==> src/rtl/nios2_c_mem_copy_master.sv <==
// nios2_c_mem_copy_master: Avalon-MM initiator that copies or fills blocks of on-chip memory.
module nios2_c_mem_copy_master #(
  parameter int ADDR_W    = 17,
  parameter int DATA_W    = 32,
  parameter int MEM_DEPTH = 75000
) (
  input  logic                clk,
  input  logic                reset_n,
  input  logic                start,
  input  logic                mode,
  input  logic [ADDR_W-1:0]   src_addr,
  input  logic [ADDR_W-1:0]   dst_addr,
  input  logic [ADDR_W-1:0]   length,
  input  logic [DATA_W-1:0]   fill_value,
  output logic                busy,
  output logic                done,
  output logic                error,
  output logic [ADDR_W-1:0]   m_address,
  output logic                m_chipselect,
  output logic                m_write,
  output logic [DATA_W/8-1:0] m_byteenable,
  output logic [DATA_W-1:0]   m_writedata,
  input  logic [DATA_W-1:0]   m_readdata
);
  typedef enum logic [2:0] {S_IDLE, S_RD, S_CAP, S_WR, S_FILL, S_DONE} state_t;
  localparam logic [ADDR_W:0] LIM = (ADDR_W+1)'(MEM_DEPTH);
  state_t              r_state, w_next;
  logic                r_mode, r_error;
  logic [ADDR_W-1:0]   r_src, r_dst, r_len, r_idx;
  logic [DATA_W-1:0]   r_fill, r_cap;
  logic [ADDR_W:0]     w_dst_end, w_src_end;
  logic                w_err, w_last, w_accept, w_rd, w_wr;
  // Range sums are one bit wider so an end beyond the address space cannot wrap past the check.
  assign w_dst_end = {1'b0, dst_addr} + {1'b0, length};
  assign w_src_end = {1'b0, src_addr} + {1'b0, length};
  assign w_err     = (w_dst_end > LIM) || (!mode && (w_src_end > LIM));
  assign w_last    = (r_idx + 1'b1) == r_len;
  assign w_accept  = (r_state == S_IDLE) && start;
  always_comb begin
    w_next = r_state;
    case (r_state)
      S_IDLE: w_next = !start ? S_IDLE : (w_err || length == '0) ? S_DONE : mode ? S_FILL : S_RD;
      S_RD:   w_next = S_CAP;
      S_CAP:  w_next = S_WR;
      S_WR:   w_next = w_last ? S_DONE : S_RD;
      S_FILL: w_next = w_last ? S_DONE : S_FILL;
      S_DONE: w_next = S_IDLE;
      default: w_next = S_IDLE;
    endcase
  end
  always_ff @(posedge clk) begin
    if (!reset_n) begin
      r_state <= S_IDLE;
      r_mode  <= 1'b0;
      r_error <= 1'b0;
      r_src   <= '0;
      r_dst   <= '0;
      r_len   <= '0;
      r_idx   <= '0;
      r_fill  <= '0;
      r_cap   <= '0;
    end else begin
      r_state <= w_next;
      if (w_accept) begin
        r_mode  <= mode;
        r_error <= w_err;
        r_src   <= src_addr;
        r_dst   <= dst_addr;
        r_len   <= length;
        r_fill  <= fill_value;
        r_idx   <= '0;
      end
      if (r_state == S_CAP) r_cap <= m_readdata;
      if (r_state == S_WR || r_state == S_FILL) r_idx <= r_idx + 1'b1;
    end
  end
  assign w_rd         = r_state == S_RD;
  assign w_wr         = r_state == S_WR || r_state == S_FILL;
  assign busy         = w_rd || w_wr || r_state == S_CAP;
  assign done         = r_state == S_DONE;
  assign error        = r_error;
  assign m_chipselect = w_rd || w_wr;
  assign m_write      = w_wr;
  assign m_byteenable = {(DATA_W/8){m_chipselect}};
  assign m_address    = w_rd ? r_src + r_idx : w_wr ? r_dst + r_idx : '0;
  // Mode selects the write source; the latched mode keeps the fill path quiet during copies.
  assign m_writedata  = (r_state == S_WR) ? r_cap : (r_state == S_FILL && r_mode) ? r_fill : '0;
endmodule
==> config.mk <==
export PLATFORM = sky130hd
export DESIGN_NAME = nios2_c_mem_copy_master
export DESIGN_NICKNAME = d
export VERILOG_FILES = /design/src/rtl/nios2_c_mem_copy_master.sv
export SDC_FILE = /design/constraint.sdc
export NUM_CORES = 1
export LEC_CHECK = 0
export ABC_AREA = 1
export CAP_MARGIN = 40
export CORE_ASPECT_RATIO = 1.5
export CORE_MARGIN = 1
export CORE_UTILIZATION = 40
export CTS_CLUSTER_SIZE = 30
export DETAILED_ROUTE_END_ITERATION = 8
export HOLD_SLACK_MARGIN = 0.12
export PLACE_DENSITY = 0.74
export SLEW_MARGIN = 20
export SYNTH_ARGS = -nofsm -noshare
export SYNTH_HDL_FRONTEND = slang
export SYNTH_SLANG_ARGS = --single-unit
==> constraint.sdc <==
create_clock -name clk -period 5.2 [get_ports clk]
set_clock_uncertainty 0.05 [all_clocks]
set_input_delay 1.04 -clock clk [delete_from_list [all_inputs] [get_ports clk]]
set_output_delay 1.04 -clock clk [all_outputs]
set_load 0.01 [all_outputs]
# Word-level counts from Yosys, hierarchy flattened
# Cells that the tools add are included.
[op_classes]
add_sub_neg = 5
multipliers = 0
div = 0
order_cmp = 2
eq_ne = 6
shifts = 0
muxes = 12
n_bitwise = 0
reduce_logical = 12
[ops]
columns = ["operator", "count"]
rows = [
  ["$mux W17", 4],
  ["$mux W32", 2],
  ["$add A17 B17 Y18", 2],
  ["$gt A18 B17 Y1 const B", 2],
  ["$add A17 B17 Y17", 2],
  ["$add A17 B1 Y17 const B", 1],
  ["$eq A17 B17 Y1", 1],
  ["$logic_not A17 Y1", 1],
  ["$pmux W3 S5", 1],
  ["$mux W3", 4],
  ["$eq A3 B2 Y1 const B", 2],
  ["$eq A3 B3 Y1 const B", 2],
  ["$logic_or A1 B1 Y1", 5],
  ["$eq A3 B1 Y1 const B", 1],
  ["$logic_and A1 B1 Y1", 3],
  ["$logic_not A3 Y1", 1],
  ["$reduce_bool A2 Y1", 1],
  ["$logic_not A1 Y1", 1],
  ["$mux W1", 1],
]
[totals]
register_bits = 137
latch_bits = 0
mem_bits_rw = 0
romBits = 0
inputBits = 119
output_inout_bits = 58
word_cells = 46
mem_count = 0

# Depth between registers and ports, before layout
[depth]
ltp_word = 8
mapped_depth = 22
depth_no_buf = 22

# Worst setup path before layout
# No wires, ideal clock.
[synth_path]
kind = "flip-flop to output port"
from = "register r_idx[0]"
to = "output m_address[16]"
t_arrival_ns = 2.149
t_required_ns = 4.110
setup_slack_ns = 1.961
stages_incl_launch_ff = 13
n_path_buf = 0
path_cell_list = "dfxtp_1 -> ha_1 -> inv_1 -> fa_1 -> inv_1 -> a31oi_1 -> o21ai_1 -> a31oi_1 -> o21ai_1 -> nand3_1 -> nand3_1 -> nand2_1 -> o21ai_1"
[synth_via]
elab_chain_len = 3
elab_cells_between_ends = 4
cone_classes = "2 x add/sub; 2 x mux"
[synth_rtl]
columns = ["element", "line", "source"]
rows = [
  ["start, declared", "29", "logic [ADDR_W-1:0] r_src, r_dst, r_len, r_idx;"],
  ["start signal, assigned", "74", "if (r_state == S_WR || r_state == S_FILL) r_idx <= r_idx + 1'b1;"],
  ["$add A17 B17 Y17", "85", "assign m_address = w_rd ? r_src + r_idx : w_wr ? r_dst + r_idx : '0;"],
  ["$mux W17", "85", ""],
  ["$mux W17 *", "85", ""],
  ["end, declared", "18", "output logic [ADDR_W-1:0] m_address,"],
]
# Every way passes the cells marked *; elsewhere a longest branch is shown, timed or not.

# Worst setup path after layout
# Ends and elaborated chain as after synthesis.

==> flow_metrics.env <==
export IMPL_critPathArrivalTime_ps=3470
export IMPL_numCtsBuffers=17
export IMPL_synth_top_cell_by_area="dfxtp_1"
export IMPL_start_util=0.406
export IMPL_status="finished, final reports clean"
export IMPL_syn_avg_cell_area_um2=6.11
export IMPL_fill_cells=2564
export IMPL_p_leak_nw=5.73
export IMPL_syn_area_um2=10100
export IMPL_synth_edff_count=0
export IMPL_power_switching_w=0.00146
export IMPL_fmax_mhz=219
export IMPL_cp_start_kind="register"
export IMPL_viasPerCell=5.22
export IMPL_ant_nets=0
export IMPL_setup_viol=0
export IMPL_p_clk_frac=0.299
export IMPL_fin_area_um2=12800
export IMPL_fin_crit_ps=4560
export IMPL_final_nets=1996
export IMPL_die_w_um=132
export IMPL_final_period_utilization=0.877
export IMPL_drv_cap=0
export IMPL_grt_usage=0.253
export IMPL_clk_path_buf_depth=2
export IMPL_htreeDepth=4
export IMPL_whs_ps=396
export IMPL_grt_start_max_net_pins=88
export IMPL_antenna_found_initial=0
export IMPL_synth_area_top_cells="dfxtp_1 (27%), nand2_1 (14%), nor2_1 (8.9%), o21ai_0 (8.9%), ha_1 (8.3%)"
export IMPL_hold_path_class="register to register"
export IMPL_overflow=0
export IMPL_syn_inst=1659
export IMPL_ys_ff_latch=137
export IMPL_synth_seq_area_share=0.271
export IMPL_drc=0
export IMPL_grt_pass1_vias=10300
export IMPL_dieHeight_um=197
export IMPL_place_hpwl_um=26000
export IMPL_critPathMaxFanout=7
export IMPL_yosys_warnings=0
export IMPL_cts_hold_buf=0
export IMPL_placed_area_um2=12200
export IMPL_async_reset_ff_frac=0
export IMPL_post_cts_resized=0
export IMPL_critPathRequiredTime_ps=4110
export IMPL_p_sw_frac=0.372
export IMPL_yosysTopAreaCellShare=0.271
export IMPL_clkSinkCount=137
export IMPL_seqCellArea_um2=2740
export IMPL_finalHoldViolCount=0
export IMPL_ir_worst_vdd_v=0.000230
export IMPL_drive_above_1_share=0.0500
export IMPL_die_area_um2=26000
export IMPL_avgRoutedWirePerCell_um=15.4
export IMPL_critPathCaptureType="output pin"
export IMPL_root_buffer="clkbuf_16"
export IMPL_clk_transition_reported_paths_ps=60
export IMPL_grt_pass1_wl_um=51600
export IMPL_slew_headroom=0.478
export IMPL_num_vias=11200
export IMPL_p_comb_frac=0.350
export IMPL_diodes=0
export IMPL_post_cts_buffers=0
export IMPL_drt_first_pass_iters=5
export IMPL_first_iter_violations=562
export IMPL_cts_tree="built"
export IMPL_p_per_area_nw_per_um2=308
export IMPL_maxSlewViolCount=0
export IMPL_port_buffers=176
export IMPL_row_count=71
export IMPL_syn_num_nets=1849
export IMPL_most_common_layout_cells="nand2_1 (391), nor2_1 (240), inv_1 (196), o21ai_0 (180), clkdlybuf4s50_1 (175)"
export IMPL_gp_congestion=1.03
export IMPL_synth_main_ff_cell="dfxtp_1"
export IMPL_worst_pin_slew_ps=782
export IMPL_yosysUniqueCellTypes=46
export IMPL_ios=177
export IMPL_clk_latency_ps=420
export IMPL_finalWirelength_um=33100
export IMPL_areaGrowthSynthToFinish_pct=26.2
export IMPL_core_um2=25000
export IMPL_mostFrequentLayoutCell="nand2_1"
export IMPL_p_int_w=0.00247
export IMPL_p_seq_frac=0.351
export IMPL_multi_input_area_um2=6400
export IMPL_criticalPathCategory="register to output pin"
export IMPL_finalSetupTns_ps=0
export IMPL_rsz0062_at_grt="no"
[stage by stage]
stage          total power [W]  utilization  cells  setup slack, ps
2_1_floorplan          0.00225            -   1659             1960
3_3_place_gp           0.00272        0.485   2110             1100
3_5_place_dp           0.00276        0.488   2114             1030
4_1_cts                0.00394        0.511   2146              647
5_1_grt                0.00419        0.512   2147              341
6_report               0.00393        0.512   2147              639
[kinds of logic after synthesis]
kind of cell	Yosys count	share of synthesized area
xor gates and xnor gates	21	0.0181
AOI/OAI and AO/OA	326	0.168
DFF	137	0.271
and+or+nand+nor	842	0.354
buffers and inverters	262	0.0988
adders and majority gates	71	0.0906
[critical path: stages, from the launching register on]
cell	delay, ps
dfxtp_1	480
ha_1	200
inv_1	50
fa_1	400
inv_1	80
a31oi_1	130
o21ai_1	240
a31oi_1	170
o21ai_1	310
nand3_1	150
nand3_1	100
nand2_1	50
o21ai_1	120
clkdlybuf4s50_1	580
[synthesized netlist by cell type, types with 2 or more instances]
cell type  number
o22ai_1         2
a31o_2          2
nor2_2          5
nand2_1       391
nor4_1          2
buf_1           7
nand3b_1       18
and2_1          5
o21bai_1        3
xor2_1          7
nor3_1         15
nor2_4          4
o21ai_0       180
nand4_1        14
o21ai_1         6
o2111ai_1       3
ha_1           67
dfxtp_1       137
inv_2           5
or2_2           3
buf_4           4
a31oi_1         4
a21oi_1       114
nand3_1       120
fa_1            4
nand2_2        16
nor3_2          2
a21oi_2         3
or2_1           2
buf_2           2
a211oi_1        4
inv_1         196
clkinv_1        2
nor2_1        240
xnor2_1        14
clkbuf_1       46
[power by group through the flow]
stage | combinational (W) | sequential (W) | clock [W]
floorplan | 0.000921 | 0.00133 | 0
detailed placement | 0.00136 | 0.00140 | 0
global placement | 0.00132 | 0.00139 | 0
CTS | 0.00137 | 0.00138 | 0.00120
global route | 0.00154 | 0.00140 | 0.00125
finish | 0.00138 | 0.00138 | 0.00118
[layer usage]
metal,part of all wire,global-route usage,up-vias
met1,0.38,0.268,5044
met4,0.061,0.168,0
met2,0.50,0.465,386
li1,-,-,5687
met5,0,0,-
met3,0.056,0.0373,92
[area by class of cell]
type	instances	share of cell area
flip-flops and latches	137	0.214
inverters	203	0.0596
multi-input cells	1260	0.500
clock inverters	12	0.00900
repair buffers	187	0.149
well taps	328	0.0321
clock buffers	20	0.0357
[sequential cells by signal (all words and copies together), names as in the netlist]
| signal | flops |
|---|---|
| r_cap | 32 |
| r_fill | 32 |
| r_dst | 17 |
| r_idx | 17 |
| r_len | 17 |
| r_src | 17 |
| r_state | 3 |
| error | 1 |
| r_mode | 1 |
[worst paths after layout]
kind | from | cells after the start | slack (ps) | endpoint
worst max-delay path | r_idx[0] | 13 | 640 | m_address[16]
worst min-delay path | r_cap[7] | 2 | 400 | r_cap[7]
worst max register to register | r_idx[1] | 13 | 2710 | r_state[2]
worst min register to register | r_cap[7] | 2 | 400 | r_cap[7]
Note: power is estimated with default switching activity, not from simulation.
==> edit (config.mk and constraints unchanged) <==
Register the outputs `busy`, `done`, `m_address`, `m_write`, `m_byteenable` and `m_writedata`, with the module's reset; this adds one clock of latency there. The other outputs are not delayed to match.
--- a/src/rtl/nios2_c_mem_copy_master.sv
+++ b/src/rtl/nios2_c_mem_copy_master.sv
@@ -77,12 +77,23 @@
   assign w_rd         = r_state == S_RD;
   assign w_wr         = r_state == S_WR || r_state == S_FILL;
-  assign busy         = w_rd || w_wr || r_state == S_CAP;
-  assign done         = r_state == S_DONE;
   assign error        = r_error;
   assign m_chipselect = w_rd || w_wr;
-  assign m_write      = w_wr;
-  assign m_byteenable = {(DATA_W/8){m_chipselect}};
-  assign m_address    = w_rd ? r_src + r_idx : w_wr ? r_dst + r_idx : '0;
   // Mode selects the write source; the latched mode keeps the fill path quiet during copies.
-  assign m_writedata  = (r_state == S_WR) ? r_cap : (r_state == S_FILL && r_mode) ? r_fill : '0;
+  always_ff @(posedge clk) begin
+    if (!reset_n) begin
+      busy         <= '0;
+      done         <= '0;
+      m_address    <= '0;
+      m_write      <= '0;
+      m_byteenable <= '0;
+      m_writedata  <= '0;
+    end else begin
+      busy         <= w_rd || w_wr || r_state == S_CAP;
+      done         <= r_state == S_DONE;
+      m_address    <= w_rd ? r_src + r_idx : w_wr ? r_dst + r_idx : '0;
+      m_write      <= w_wr;
+      m_byteenable <= {(DATA_W/8){m_chipselect}};
+      m_writedata  <= (r_state == S_WR) ? r_cap : (r_state == S_FILL && r_mode) ? r_fill : '0;
+    end
+  end
 endmodule
Behaviour: not the same (a bounded check fails within 4 cycles, from zero or initial values and one cycle with reset_n low).
==> edit against the unedited design <==
The flow now finishes with violations (DRC). Sequential cell count up 53. Setup slack better by 940 ps. Critical path depth up 8. Worst hold slack worse by 0.93 ps. Synthesized area up 9.7%. Final area up 7.5%. Core utilization down 0.88 points. Total power up 11%. Wire length up 5.5%. Critical path type is now primary input to flip-flop. Critical endpoint is now r_state[2].
==> edit: results (changes against the unedited design) <==
| Metric | Value |
|---|---|
| Status | `finished, violations left` |
| Failing checks | `DRC` |
| CP max-delay cell | `clkdlybuf4s50_1` |
| First-pass GRT wire length | `55700 um (+8.0%)` |
| Biggest regs | `m_writedata (32), r_cap (32), r_fill (32)` |
| Hold WS | `395 ps (-0.935 ps)` |
| Leak | `6.13 nW (+7.0%)` |
| Layout cells sized above 1 | `4.51% (-0.49 points)` |
| Number of vias per cell | `5.14 (-1.6%)` |
| All-layer global routing usage | `25.1% (-0.25 points)` |
| Initial antenna violation count | `0 (unchanged)` |
| Detailed Place HPWL | `27300 um (+5.0%)` |
| Fin nets | `2040 (+2.2%)` |
| Worst r2r src | `r_idx[0]` |
| Hold Crit Endpoint | `r_cap[12]` |
| R2r worst-path depth | `14 (+1)` |
| Synth Area in Compound Gates | `15.7% (-1.1 points)` |
| Total wire length | `34900 um (+5.5%)` |
| Pin count of the biggest net entering global routing | `92 (+4.5%)` |
| Vias in the first global route | `11000 (+7.3%)` |
| Max_slew headroom | `44.0% (-3.8 points)` |
| Crit-path max cell delay | `650 ps (+70 ps)` |
| Worst setup path startpoint | `length[0]` |
| DR iter-0 viols | `693 (+23%)` |
| End point of the critical path | `r_state[2]` |
| Synth Area in Adders | `8.26% (-0.80 points)` |
| Post-synthesis xor/xnor area fraction | `1.97% (+0.15 points)` |
| Worst r2r dst | `m_address[14]` |
| GP Congestion | `0.950 (-7.8%)` |
| Syn Nets | `1891 (+2.3%)` |
| Synth area leaders | `dfxtp_1 (34%), nand2_1 (14%), nor2_1 (7.7%)` |
| Worst Path Max Fanout | `4 (-3)` |
| Flop2flop setup slack | `2380 ps (-330 ps)` |
| DRC viols | `34 (+34)` |
| Critical Path AT | `3940 ps (+470 ps)` |
| Hold_sp | `r_cap[12]` |
| Synth cell types | `44 (-4.3%)` |
[edit: power breakdown]
group          switching (mW)  internal, mW
registers               0.128          1.66
clock network           0.608         0.698
logic                   0.784         0.478
total                    1.52          2.83
[edit: cell families (layout without fill, tap and decap cells)]
family | count (synthesis) | count (layout)
and+or+nand+nor | 815 | 815
DFF | 190 | 190
adders and majority gates | 71 | 71
xor gates and xnor gates | 25 | 25
AOI/OAI and AO/OA | 330 | 330
buffers and inverters | 270 | 432
[edit: layout make-up]
cell class | instances | area [um2]
fill | 2753 | 13600
sequential | 190 | 3800
clock buffer | 20 | 447
tap | 342 | 428
inverter | 215 | 807
timing repair buffer | 185 | 1820
clock inverter | 12 | 145
multi-input combinational | 1241 | 6300
[edit: critical path, delay by kind of cell]
kind,cells,cell delay [ps]
and+or+nand+nor,15,1270
buffers and inverters,3,810
adders and majority gates,2,690
AOI/OAI and AO/OA,1,130
[edit: stage by stage]
stage          instances  cell area (um2)  total power [mW]  worst slack [ps]
2_1_floorplan       1701            11100              2.62              2170
3_3_place_gp        2173            13200              3.04              1200
3_5_place_dp        2173            13200              3.07              1150
4_1_cts             2205            13800              4.38              1620
5_1_grt             2205            13800              4.65              1330
6_report            2205            13800              4.35              1580
[edit: layer usage]
| layer | global-route usage [%] | vias to the layer above | wire [um] | part of all wire (%) |
|---|---|---|---|---|
| met3 | 2.90 | 105 | 1590 | 4.5 |
| met1 | 26.9 | 5079 | 13700 | 39 |
| met5 | 0 | - | 0 | 0 |
| li1 | - | 5781 | - | - |
| met4 | 17.1 | 0 | 2140 | 6.1 |
| met2 | 46.4 | 360 | 17500 | 50 |
